File: src/rtl/mergesort_main_pkg.sv
// Shared constants, reset image, FSM encoding and address-window helpers for the merge-sort accelerator.
package mergesort_main_pkg;

  localparam int unsigned N  = 16;
  localparam int unsigned EW = 8;
  localparam int unsigned AW = 4;
  localparam int unsigned SAW = 7;

  localparam int unsigned DATA_BASE = 64;
  localparam int unsigned TEMP_BASE = 32;

  // Reset image of the data array, element 0 in the least significant byte.
  localparam logic [N*EW-1:0] INIT_VALS = {
    8'h01, 8'h12, 8'h40, 8'hFF, 8'h09, 8'h33, 8'hE0, 8'h05,
    8'h2A, 8'h00, 8'h80, 8'h7F, 8'h11, 8'hF3, 8'h05, 8'h1C
  };

  typedef enum logic [1:0] {
    ST_IDLE  = 2'd0,
    ST_MERGE = 2'd1,
    ST_COPY  = 2'd2,
    ST_DONE  = 2'd3
  } state_t;

  function automatic logic [EW-1:0] init_val(input logic [AW-1:0] idx);
    return INIT_VALS[int'(idx)*EW +: EW];
  endfunction

  function automatic logic in_window(input logic [SAW-1:0] addr, input int unsigned base);
    return (32'(addr) >= base) && (32'(addr) < base + N);
  endfunction

  function automatic logic [AW-1:0] window_idx(input logic [SAW-1:0] addr, input int unsigned base);
    return AW'(32'(addr) - base);
  endfunction

endpackage

File: src/rtl/mergesort_main_mem.sv
// 16x8 register memory: engine side with NRD read lanes and one write, slave side with two channels.
module byte_mem2p
  import mergesort_main_pkg::*;
#(
  parameter bit          USE_INIT = 1'b0,
  parameter int unsigned NRD      = 1
) (
  input  logic              clock,
  input  logic              reset,
  input  logic [NRD*AW-1:0] eng_raddr,
  output logic [NRD*EW-1:0] eng_rdata,
  input  logic              eng_we,
  input  logic [AW-1:0]     eng_waddr,
  input  logic [EW-1:0]     eng_wdata,
  input  logic [1:0]        slv_we,
  input  logic [2*AW-1:0]   slv_addr,
  input  logic [2*EW-1:0]   slv_wdata,
  output logic [2*EW-1:0]   slv_rdata
);

  logic [EW-1:0] mem [N];

  // Asynchronous read lanes for the sort engine and the slave decode.
  always_comb begin
    eng_rdata = '0;
    slv_rdata = '0;
    for (int r = 0; r < int'(NRD); r++) begin
      eng_rdata[r*EW +: EW] = mem[eng_raddr[r*AW +: AW]];
    end
    for (int c = 0; c < 2; c++) begin
      slv_rdata[c*EW +: EW] = mem[slv_addr[c*AW +: AW]];
    end
  end

  // Storage update; slave channel 1 is applied last so it wins a same-byte collision.
  always_ff @(posedge clock) begin
    if (reset) begin
      for (int idx = 0; idx < int'(N); idx++) begin
        mem[idx] <= USE_INIT ? init_val(AW'(idx)) : '0;
      end
    end else begin
      if (eng_we) mem[eng_waddr] <= eng_wdata;
      for (int c = 0; c < 2; c++) begin
        if (slv_we[c]) mem[slv_addr[c*AW +: AW]] <= slv_wdata[c*EW +: EW];
      end
    end
  end

endmodule

File: src/rtl/mergesort_main.sv
// Bottom-up merge-sort accelerator over a 16-byte signed array with a two-channel byte slave port.
module mergesort_main
  import mergesort_main_pkg::*;
#(
  parameter int unsigned MEM_var_28859_28863 = DATA_BASE,
  parameter int unsigned MEM_var_28861_28867 = TEMP_BASE,
  parameter int unsigned MEM_var_28991_28863 = TEMP_BASE
) (
  input  logic        clock,
  input  logic        reset,
  input  logic        start_port,
  input  logic [1:0]  S_oe_ram,
  input  logic [1:0]  S_we_ram,
  input  logic [13:0] S_addr_ram,
  input  logic [15:0] S_Wdata_ram,
  input  logic [7:0]  S_data_ram_size,
  output logic        done_port,
  output logic [15:0] Sout_Rdata_ram,
  output logic [1:0]  Sout_DataRdy
);

  state_t        state;
  logic [4:0]    width, lo, i, j, k;
  logic [4:0]    mid, hi;
  logic [EW-1:0] left_val, right_val, merge_val, copy_val;
  logic          take_left;

  logic [1:0]    hit_data, hit_temp;
  logic [2*AW-1:0] data_slv_addr, temp_slv_addr;
  logic [1:0]    data_slv_we, temp_slv_we;
  logic [2*EW-1:0] data_slv_rd, temp_slv_rd;
  logic          unused_size;

  // Access size is always treated as one byte.
  assign unused_size = ^S_data_ram_size;

  byte_mem2p #(.USE_INIT(1'b1), .NRD(2)) u_data (
    .clock     (clock),
    .reset     (reset),
    .eng_raddr ({j[AW-1:0], i[AW-1:0]}),
    .eng_rdata ({right_val, left_val}),
    .eng_we    (state == ST_COPY),
    .eng_waddr (k[AW-1:0]),
    .eng_wdata (copy_val),
    .slv_we    (data_slv_we),
    .slv_addr  (data_slv_addr),
    .slv_wdata (S_Wdata_ram),
    .slv_rdata (data_slv_rd)
  );

  byte_mem2p #(.USE_INIT(1'b0), .NRD(1)) u_temp (
    .clock     (clock),
    .reset     (reset),
    .eng_raddr (k[AW-1:0]),
    .eng_rdata (copy_val),
    .eng_we    (state == ST_MERGE),
    .eng_waddr (k[AW-1:0]),
    .eng_wdata (merge_val),
    .slv_we    (temp_slv_we),
    .slv_addr  (temp_slv_addr),
    .slv_wdata (S_Wdata_ram),
    .slv_rdata (temp_slv_rd)
  );

  // Merge comparator: left run wins ties so equal keys keep their order.
  always_comb begin
    mid       = lo + width;
    hi        = lo + (width << 1);
    take_left = (i < mid) && ((j >= hi) || ($signed(left_val) <= $signed(right_val)));
    merge_val = take_left ? left_val : right_val;
  end

  // Slave address decode; writes reach memory only while idle.
  always_comb begin
    hit_data      = '0;
    hit_temp      = '0;
    data_slv_addr = '0;
    temp_slv_addr = '0;
    data_slv_we   = '0;
    temp_slv_we   = '0;
    for (int c = 0; c < 2; c++) begin
      hit_data[c] = in_window(S_addr_ram[c*SAW +: SAW], MEM_var_28859_28863);
      hit_temp[c] = in_window(S_addr_ram[c*SAW +: SAW], MEM_var_28861_28867) ||
                    in_window(S_addr_ram[c*SAW +: SAW], MEM_var_28991_28863);
      data_slv_addr[c*AW +: AW] = window_idx(S_addr_ram[c*SAW +: SAW], MEM_var_28859_28863);
      temp_slv_addr[c*AW +: AW] = window_idx(S_addr_ram[c*SAW +: SAW], MEM_var_28861_28867);
      data_slv_we[c] = S_we_ram[c] && hit_data[c] && (state == ST_IDLE);
      temp_slv_we[c] = S_we_ram[c] && hit_temp[c] && !hit_data[c] && (state == ST_IDLE);
    end
  end

  // Slave response: one-cycle acknowledge, read data captured before any same-edge write.
  always_ff @(posedge clock) begin
    if (reset) begin
      Sout_Rdata_ram <= '0;
      Sout_DataRdy   <= '0;
    end else begin
      Sout_DataRdy <= S_oe_ram | S_we_ram;
      for (int c = 0; c < 2; c++) begin
        if (S_oe_ram[c]) begin
          Sout_Rdata_ram[c*EW +: EW] <= hit_data[c] ? data_slv_rd[c*EW +: EW] :
                                        hit_temp[c] ? temp_slv_rd[c*EW +: EW] : '0;
        end
      end
    end
  end

  // Sort sequencer: merge pass into temp, copy back, double width until the array is one run.
  always_ff @(posedge clock) begin
    if (reset) begin
      state     <= ST_IDLE;
      width     <= 5'd1;
      lo        <= '0;
      i         <= '0;
      j         <= '0;
      k         <= '0;
      done_port <= 1'b0;
    end else begin
      done_port <= 1'b0;
      case (state)
        ST_IDLE: begin
          if (start_port) begin
            state <= ST_MERGE;
            width <= 5'd1;
            lo    <= '0;
            i     <= '0;
            j     <= 5'd1;
            k     <= '0;
          end
        end
        ST_MERGE: begin
          if (take_left) i <= i + 5'd1;
          else           j <= j + 5'd1;
          if (k == hi - 5'd1) begin
            lo <= hi;
            i  <= hi;
            j  <= hi + width;
          end
          if (k == 5'd15) begin
            state <= ST_COPY;
            k     <= '0;
          end else begin
            k <= k + 5'd1;
          end
        end
        ST_COPY: begin
          if (k == 5'd15) begin
            k     <= '0;
            lo    <= '0;
            i     <= '0;
            j     <= width << 1;
            width <= width << 1;
            state <= (width == 5'd8) ? ST_DONE : ST_MERGE;
          end else begin
            k <= k + 5'd1;
          end
        end
        ST_DONE: begin
          done_port <= 1'b1;
          state     <= ST_IDLE;
        end
        default: state <= ST_IDLE;
      endcase
    end
  end

endmodule

File: config.mk
export PLATFORM = sky130hd
export DESIGN_NAME = mergesort_main
export DESIGN_NICKNAME = d
export VERILOG_FILES = /design/src/rtl/mergesort_main_pkg.sv /design/src/rtl/mergesort_main_mem.sv /design/src/rtl/mergesort_main.sv
export SDC_FILE = /design/constraint.sdc
export NUM_CORES = 1
export LEC_CHECK = 0
export CORE_ASPECT_RATIO = 1.2
export CORE_MARGIN = 4
export CORE_UTILIZATION = 55
export DETAILED_ROUTE_END_ITERATION = 8
export PLACE_DENSITY = 0.69
export SLEW_MARGIN = 20
export SYNTH_ARGS = -nofsm -noshare
export SYNTH_HDL_FRONTEND = slang
export SYNTH_SLANG_ARGS = --single-unit
File: constraint.sdc
create_clock -name clock -period 5 [get_ports clock]
set_input_delay 0.75 -clock clock [delete_from_list [all_inputs] [get_ports clock]]
set_output_delay 0.75 -clock clock [all_outputs]
set_load 0.02 [all_outputs]
==> results of run 1 <==
## critical path: stages, from the launching register on
cell and delay (ns):
dfxtp_2 0.36, buf_4 0.34, mux4_2 0.55, mux2_2 0.32
nand2_1 0.08, o21ai_0 0.22, inv_1 0.17, ha_1 0.27
nand3_1 0.10, nor3_1 0.06, a2111oi_0 0.37, o21ai_0 0.32
and2_1 0.25, buf_4 0.15, o211ai_2 0.73, a32o_1 0.31
## layout make-up
class | instances | area [um^2] | share of cell area
Tap cell | 533 | 667 | 0.0270
Clock inverter | 23 | 298 | 0.0120
Clock buffer | 42 | 965 | 0.0390
Sequential cell | 313 | 8830 | 0.357
Timing Repair Buffer | 143 | 1260 | 0.0509
Multi-Input combinational cell | 1316 | 12600 | 0.509
Inverter | 33 | 124 | 0.00501
## logic make-up after synthesis
group / Yosys count
flops: 313
mux: 301
buf+inv: 202
compound gates: 463
xor+xnor: 20
fa+ha+maj: 35
simple gates: 497
## power breakdown
part	internal [mW]	switching [mW]	total [mW]
sequential	2.96	0.178	3.14
combinational	1.32	2.31	3.63
clock	1.71	1.17	2.88
## per-layer routing
layer	routed length, um	track usage	up-vias
met2	39300	0.599	1646
li1	-	-	7486
met4	7270	0.246	6
met3	10200	0.0912	408
met1	26800	0.462	9190
met5	34	0	-
## Yosys cell counts (all sizes together), types with 7 or more instances
master / number / area, um^2
a31oi: 14 / 87.6
dfxtp: 57 / 1140
edfxtp: 256 / 7690
nand3: 59 / 295
nand2: 140 / 526
nor2: 166 / 631
o31ai: 7 / 52.6
and2: 7 / 43.8
clkbuf: 88 / 332
buf: 81 / 489
mux2i: 34 / 348
o22ai: 29 / 181
xnor2: 10 / 87.6
a21oi: 107 / 536
mux2: 10 / 120
a22o: 18 / 158
a22oi: 14 / 110
mux4: 257 / 5790
ha: 34 / 425
nor3: 23 / 135
o21ai: 88 / 440
nand2b: 19 / 119
inv: 32 / 120
a211oi: 16 / 125
nor2b: 51 / 319
a32o: 121 / 1210
xor2: 10 / 106
o211ai: 9 / 106
## metrics by stage
step                worst slack, ns  hold WS [ns]  total power [mW]
floorplan                      1.05         0.465              5.62
global placement              0.399         0.481              6.56
detailed placement            0.299         0.498              6.63
CTS                           0.257         0.507              9.47
global route                 0.0743         0.544              9.90
finish                        0.243         0.502              9.65
## sequential cells by signal, indices dropped and copies added, names as in the netlist, named ones only
register / flops
done_port: 1
k: 5
j: 5
lo: 4
width: 5
state: 2
i: 5
Sout_Rdata_ram: 16
Sout_DataRdy: 2
u_temp.mem: 128
u_data.mem: 128
## worst paths after layout
| kind | to | slack [ns] | start | cells past startpoint |
|---|---|---|---|---|
| setup / recovery | u_temp.mem[12][4] | 0.24 | flop | 15 |
| hold / removal | state[1] | 0.50 | state[1] | 2 |
| setup reg to reg | u_temp.mem[12][4] | 0.24 | flop | 15 |
| hold reg to reg | state[1] | 0.50 | state[1] | 2 |
## cell usage in the layout, fill, tap and decap left out, drive strengths merged, types with 37 or more instances in the layout
| master | instances |
|---|---|
| mux4 | 257 |
| edfxtp | 256 |
| nor2 | 166 |
| nand2 | 140 |
| a32o | 121 |
| a21oi | 107 |
| buf | 95 |
| o21ai | 88 |
| nand3 | 59 |
| dfxtp | 57 |
| nor2b | 51 |
| clkdlybuf4s50 | 48 |
| clkbuf | 42 |
| inv | 37 |
==> results.toml, run 1 <==
[clock_tree]
post_cts_buffers = 0
max-clock-path-buffers = 3
clk_latency_ns = 0.55
cts-root-buf = "clkbuf_16"
cts_tree = "done"
holdBufCountCts = 0
cts_max_level = 2
cts_resized = 0
clk_pin_slew_ns = 0.06
clock_sinks = 313
cts_buffers = 36

[cells_and_area]
final_area_um2 = 24700
drive_above_1_share = 0.244
syn2layout_area_growth_pct = 10.8
postLayoutCoreUtil = 0.619
fillCellCount = 3096
diodes = 0
fin_cells = 2403
num-nets-final = 1923

[detailed_routing]
final_antenna_net_count = 0
routed-via-count = 18700
detail_route.wirelength_um = 83600
via_per_inst = 7.80
drt_pass1_iterations = 6
drt_iter0_markers = 3270
drc = 0
wl_per_cell_um = 34.8

[sta]
finalSetupViolCount = 0
clock_skew_ns = 0.0312
period_minus_slack_ns = 4.76
rsz0062_at_grt = "false"
slew-limit-headroom = 0.243
tns_ns = 0
slew_viol_final = 0
finalCritPeriodShare = 0.951
max_freq_mhz = 210
worstMarginPinSlew_ns = 1.11
final-hold-violation-count = 0

[power_and_ir_drop]
power.leakage_nw = 8.12
peakVddDrop_mv = 0.288
power_density_nw_per_um2 = 390

[placed_design]
place.gp.congestion = 1.05
placedCellCount = 2338
hpwl_um = 60000
portBuffers = 55
placed_area_um2 = 23400

[yosys]
ys_types = 77
syn_area_per_cell_um2 = 12.2
synth_xor_area_frac = 0.00869
synth_ff_type = "edfxtp_1"
yosysWarnings = 0
netlist_area_um2 = 22300
syn-num-nets = 1911
ys_ff_latch = 313
synthMuxAreaShare = 0.280
synth_edf_count = 256
synth_compound_area_frac = 0.150
synthArstFlopShare = 0
synth-simple-area-share = 0.103
syn_inst = 1831
synth_top_family_by_area = "multiplexers"
yosysSeqAreaShare = 0.395
synth_fa_ha_area_frac = 0.0200

[die]
die_h_um = 229
initial_core_util = 0.559
die_w_um = 192
core_area_um2 = 39900
ios = 64
dieArea_um2 = 43900
num_rows = 80

[critical_path]
end_kind = "flop"
worstPathArrival_ns = 5.16
cp.required_ns = 5.41
crit_fanout = 16
path_class = "flop to flop"
start_kind = "flop"

[grt]
grt_pass1_vias = 18300
grt_max_degree = 55
gr-total-overflow = 0
grt_pass1_wl_um = 121000
grt_antenna_before_repair = 3
grt_use_total = 0.378

[worst_hold_path]
worstHoldPathType = "flop to flop"

[job]
drv_cap = 0

[status]
run_status = "completed"
Note: power is estimated with default switching activity, not from simulation.
==> inputs of run 2 (changes only) <==
Settings changed: CORE_UTILIZATION 55 to 40, CTS_CLUSTER_DIAMETER set to 150, PLACE_DENSITY 0.69 to 0.53.
==> run 2 against run 1 <==
Clock skew increased by 0.019 ns. Largest cell class unchanged. First-iteration DRC count fell by 14%. Final area about the same. Worst hold slack got worse by 0.0036 ns.
==> results.toml, run 2 (synthesis results as in run 1) <==
[sta]
rsz0062_at_grt = "false"
setup_ws_ns = 0.318
worstMarginPinSlew_ns = 1.30
finalSetupViolCount = 0
tns_ns = 0
period_minus_slack_ns = 4.68
slew-limit-headroom = 0.133
finalCritPeriodShare = 0.936
slew_viol_final = 0
max_freq_mhz = 214
final-hold-violation-count = 0
clock_skew_ns = 0.0502
whs_ns = 0.498

[cells_and_area]
fin_cells = 2573
layout_commonest_cell = "mux4_2"
diodes = 0
layout_common_cells = "mux4_2 (257), edfxtp_1 (256), nor2_1 (163)"
postLayoutCoreUtil = 0.449
final_area_um2 = 24700
top_regs = "u_data.mem (128), u_temp.mem (128), Sout_Rdata_ram (16)"
drive_above_1_share = 0.234
num-nets-final = 1905
syn2layout_area_growth_pct = 10.8

[detailed_routing]
routed-via-count = 18300
detail_route.wirelength_um = 87000
drc = 0
via_per_inst = 7.10
final_antenna_net_count = 0
wl_per_cell_um = 33.8
drt_iter0_markers = 2824
drt_pass1_iterations = 6

[grt]
gr-total-overflow = 0
grtUsageMet3 = 0.0526
grtUsageMet1 = 0.370
grt_use_total = 0.286
grtUsageMet2 = 0.457
grt_max_degree = 43
grt_antenna_before_repair = 1
grt_pass1_wl_um = 125000
grt_pass1_vias = 17600
grt.busiest_layer = "met2"

[power_and_ir_drop]
power_density_nw_per_um2 = 389
power.leakage_nw = 7.98
power_mw = 9.62
peakVddDrop_mv = 0.396

[job]
drv_cap = 0

[die]
dieArea_um2 = 59700
die_w_um = 224
core_area_um2 = 55000
num_rows = 94
die_h_um = 267
ios = 64
initial_core_util = 0.406

[placed_design]
place_ws_ns = 0.131
place.gp.congestion = 0.954
portBuffers = 55
hpwl_um = 63100
placedCellCount = 2507
placed_area_um2 = 23600

[clock_tree]
clock_sinks = 313
holdBufCountCts = 0
cts_tree = "done"
cts-root-buf = "clkbuf_16"
clk_pin_slew_ns = 0.06
clk_latency_ns = 0.60
cts_max_level = 2
cts_buffers = 36
max-clock-path-buffers = 3

[critical_path]
start_kind = "flop"
path_class = "flop to flop"
crit_fanout = 18
slowest_delay_ns = 1.04
cp.required_ns = 5.42
worstPathArrival_ns = 5.11
crit_slowest_cell = "o211ai_2"
path_cells = "buf_12 > mux4_2 > nor2b_1 > a211oi_1 > a21oi_1 > ha_1 > nand3_1 > nor3_1 > a2111oi_0 > o21ai_1 > and2_2 > o211ai_2 > a32o_1"
end_kind = "flop"

[worst_hold_path]
worstHoldPathType = "flop to flop"

[status]
run_status = "completed"
## run 2: cell types whose count changed in the layout (fill, tap and decap cells not counted), sizes merged
cell	change
bufinv	-4
clkbuf	+1
buf	-18
inv	-2
clkinv	+6
## run 2: final timing paths
path | startpoint | end | slack (ns) | cells after the start
setup reg to reg | flop | u_temp.mem[15][5] | 0.32 | 13
setup / recovery | flop | u_temp.mem[15][5] | 0.32 | 13
hold reg to reg | state[1] | state[1] | 0.50 | 2
hold / removal | state[1] | state[1] | 0.50 | 2
## run 2: cell type report
class | count | area [um^2]
tap | 720 | 901
fill | 5142 | 30300
inverter | 33 | 124
clock inverter | 23 | 201
timing repair buffer | 125 | 1140
multi-input combinational | 1316 | 12600
clock buffer | 43 | 967
sequential | 313 | 8830
## run 2: timing repair
action | in CTS | in global routing
setup buffers | 0 | 0
endpoints found under the setup margin | 0 | 18
gates resized for setup | 0 | 1
## run 2: metal layers
metal  vias to the layer above  part of all wire  wire, um
met1                      9219              0.36     31100
met4                         0             0.071      6160
met2                      1340              0.46     40300
li1                       7453                 -         -
met3                       268              0.11      9420
met5                         -                 0         0
## run 2: power breakdown
part | internal (mW) | leakage (nW) | switching, mW | total (mW)
sequential | 2.96 | 2.94 | 0.180 | 3.14
combinational | 1.28 | 4.47 | 2.52 | 3.79
clock | 1.50 | 0.569 | 1.19 | 2.69
total | 5.74 | 7.98 | 3.88 | 9.62
## run 2: worst max-delay path, delay by kind of cell, from the launching register on
family / cells / cell delay, ns
simple gates: 4 / 0.61
buf+inv: 1 / 0.25
flops: 1 / 0.52
compound gates: 6 / 2.19
fa+ha+maj: 1 / 0.39
mux: 1 / 0.53
==> inputs of run 3 (changes only) <==
Settings changed: CTS_BUF_LIST set to sky130_fd_sc_hd__clkbuf_8, GPL_ROUTABILITY_DRIVEN set to 0, GPL_TIMING_DRIVEN set to 0.
==> run 3 against run 2 <==
Combinational power rose by 16%. Clock skew fell by 0.0052 ns. Sequential share of layout area fell by 0.25 points. Critical path depth rose by 3. First-iteration DRC count rose by 21%. Worst hold slack got worse by 0.0087 ns. Largest power group unchanged. Final area rose by 0.65%. Critical path type unchanged. Worst setup slack got worse by 0.18 ns. Count of clock-buffer cells in the layout rose by 17.
==> results.toml, run 3 (synthesis results as in run 1) <==
[clock_tree]
cts_buffers = 56
max-clock-path-buffers = 3
holdBufCountCts = 0
cts-root-buf = "clkbuf_8"
cts_max_level = 2
clk_pin_slew_ns = 0.06
clk_latency_ns = 0.70
clock_sinks = 313
cts_tree = "done"

[detailed_routing]
drt_iter0_markers = 3410
wl_per_cell_um = 37.0
via_per_inst = 7.22
final_antenna_net_count = 0
detail_route.wirelength_um = 100000
drc = 0
routed-via-count = 19500
drt_pass1_iterations = 7

[sta]
tns_ns = 0
slew_viol_final = 0
clock_skew_ns = 0.0451
max_freq_mhz = 206
setup_ws_ns = 0.142
worstMarginPinSlew_ns = 1.21
final-hold-violation-count = 0
rsz0062_at_grt = "false"
finalSetupViolCount = 0
slew-limit-headroom = 0.167
period_minus_slack_ns = 4.86
finalCritPeriodShare = 0.972

[critical_path]
end_kind = "flop"
worst_r2r_endpoint = "u_temp.mem[13][1]"
rrSetupSlack_ns = 0.14
worstPathArrival_ns = 5.26
path_class = "flop to flop"
ff2ff_path_depth = 16
cp.required_ns = 5.40
path_cells = "buf_2 > mux4_2 > mux2_2 > nand2_1 > o21ai_1 > inv_1 > ha_1 > nand3_1 > nor3_1 > a2111oi_1 > o21ai_1 > and2_1 > buf_4 > a211o_2 > buf_2 > a32o_1"
crit_slowest_cell = "dfxtp_1"
slowest_delay_ns = 0.60
crit_fanout = 10
start_kind = "flop"

[grt]
grt_antenna_before_repair = 4
gr-total-overflow = 0
grt_use_total = 0.328
grt_max_degree = 15
grt_pass1_vias = 18700
grt_pass1_wl_um = 139000

[cells_and_area]
syn2layout_area_growth_pct = 11.5
num-nets-final = 2018
layout_commonest_cell = "mux4_2"
drive_above_1_share = 0.228
top_regs = "u_data.mem (128), u_temp.mem (128), Sout_Rdata_ram (16)"
layout_common_cells = "mux4_2 (257), edfxtp_1 (256), nor2_1 (163)"

[power_and_ir_drop]
peakVddDrop_mv = 0.259
power_mw = 9.94
power.leakage_nw = 8.07
power_density_nw_per_um2 = 400

[die]
initial_core_util = 0.406
dieArea_um2 = 59700
core_area_um2 = 55000
die_w_um = 224
num_rows = 94
ios = 64
die_h_um = 267

[worst_hold_path]
hold_depth = 2
holdPathEnd = "state[1]"
worstHoldPathType = "flop to flop"
hp-start = "state[1]"

[status]
run_status = "completed"

[placed_design]
hpwl_um = 76000
portBuffers = 45
place_ws_ns = -0.234

[job]
drv_cap = 0
[run 3: area by class of cell]
cell class / count / area, um^2
Clock inverter: 42 / 253
Inverter: 33 / 124
Clock buffer: 60 / 826
Tap cell: 720 / 901
Fill cell: 5150 / 30200
Timing Repair Buffer: 50 / 492
Multi-Input combinational cell: 1316 / 12600
Antenna cell: 2 / 5.00
Buffer: 168 / 841
Sequential cell: 313 / 8830
[run 3: routing by layer]
metal / up-vias / track usage / share of wire
li1: 7699 / - / -
met1: 9646 / 0.401 / 0.34
met2: 1743 / 0.505 / 0.45
met3: 433 / 0.0944 / 0.13
met4: 4 / 0.224 / 0.091
met5: - / 0 / 0.00024
[run 3: worst max path at each step]
stage	from	endpoint	slack, ns	depth (start not counted)
detailed placement	flop	u_temp.mem[7][1]	-0.23	15
floorplan	flop	u_temp.mem[10][1]	1.05	14
finish	flop	u_temp.mem[13][1]	0.14	16
CTS	flop	u_temp.mem[12][1]	0.02	17
global route	flop	u_temp.mem[13][1]	0.01	16
global placement	flop	u_temp.mem[13][1]	-0.22	16
[run 3: report_power, final]
part           total [mW]  internal, mW  switching (mW)
clock                2.46          1.26            1.21
combinational        4.38          1.46            2.92
sequential           3.10          2.96           0.142
total                9.94          5.67            4.27
[run 3: repair_timing]
action                     CTS  global route
setup buffers                0             1
resized for setup            6            20
setup endpoints to repair   74           130
[run 3: critical path, delay by kind of cell (launching register included)]
kind | cells | cell delay, ns
buffers and inverters | 4 | 1.11
muxes | 2 | 0.64
adders and majority gates | 1 | 0.27
AOI/OAI and AO/OA | 5 | 1.49
and+or+nand+nor | 4 | 0.44
DFF | 1 | 0.60
[run 3: stage by stage]
| step | cells | instance area, um^2 | utilization | hold slack [ns] |
|---|---|---|---|---|
| floorplan | 1831 | 22300 | - | 0.465 |
| global placement | 2596 | 23700 | 0.430 | 0.478 |
| detailed placement | 2599 | 23700 | 0.431 | 0.485 |
| CTS | 2700 | 24800 | 0.451 | 0.494 |
| global route | 2703 | 24900 | 0.452 | 0.518 |
| finish | 2704 | 24900 | 0.452 | 0.489 |
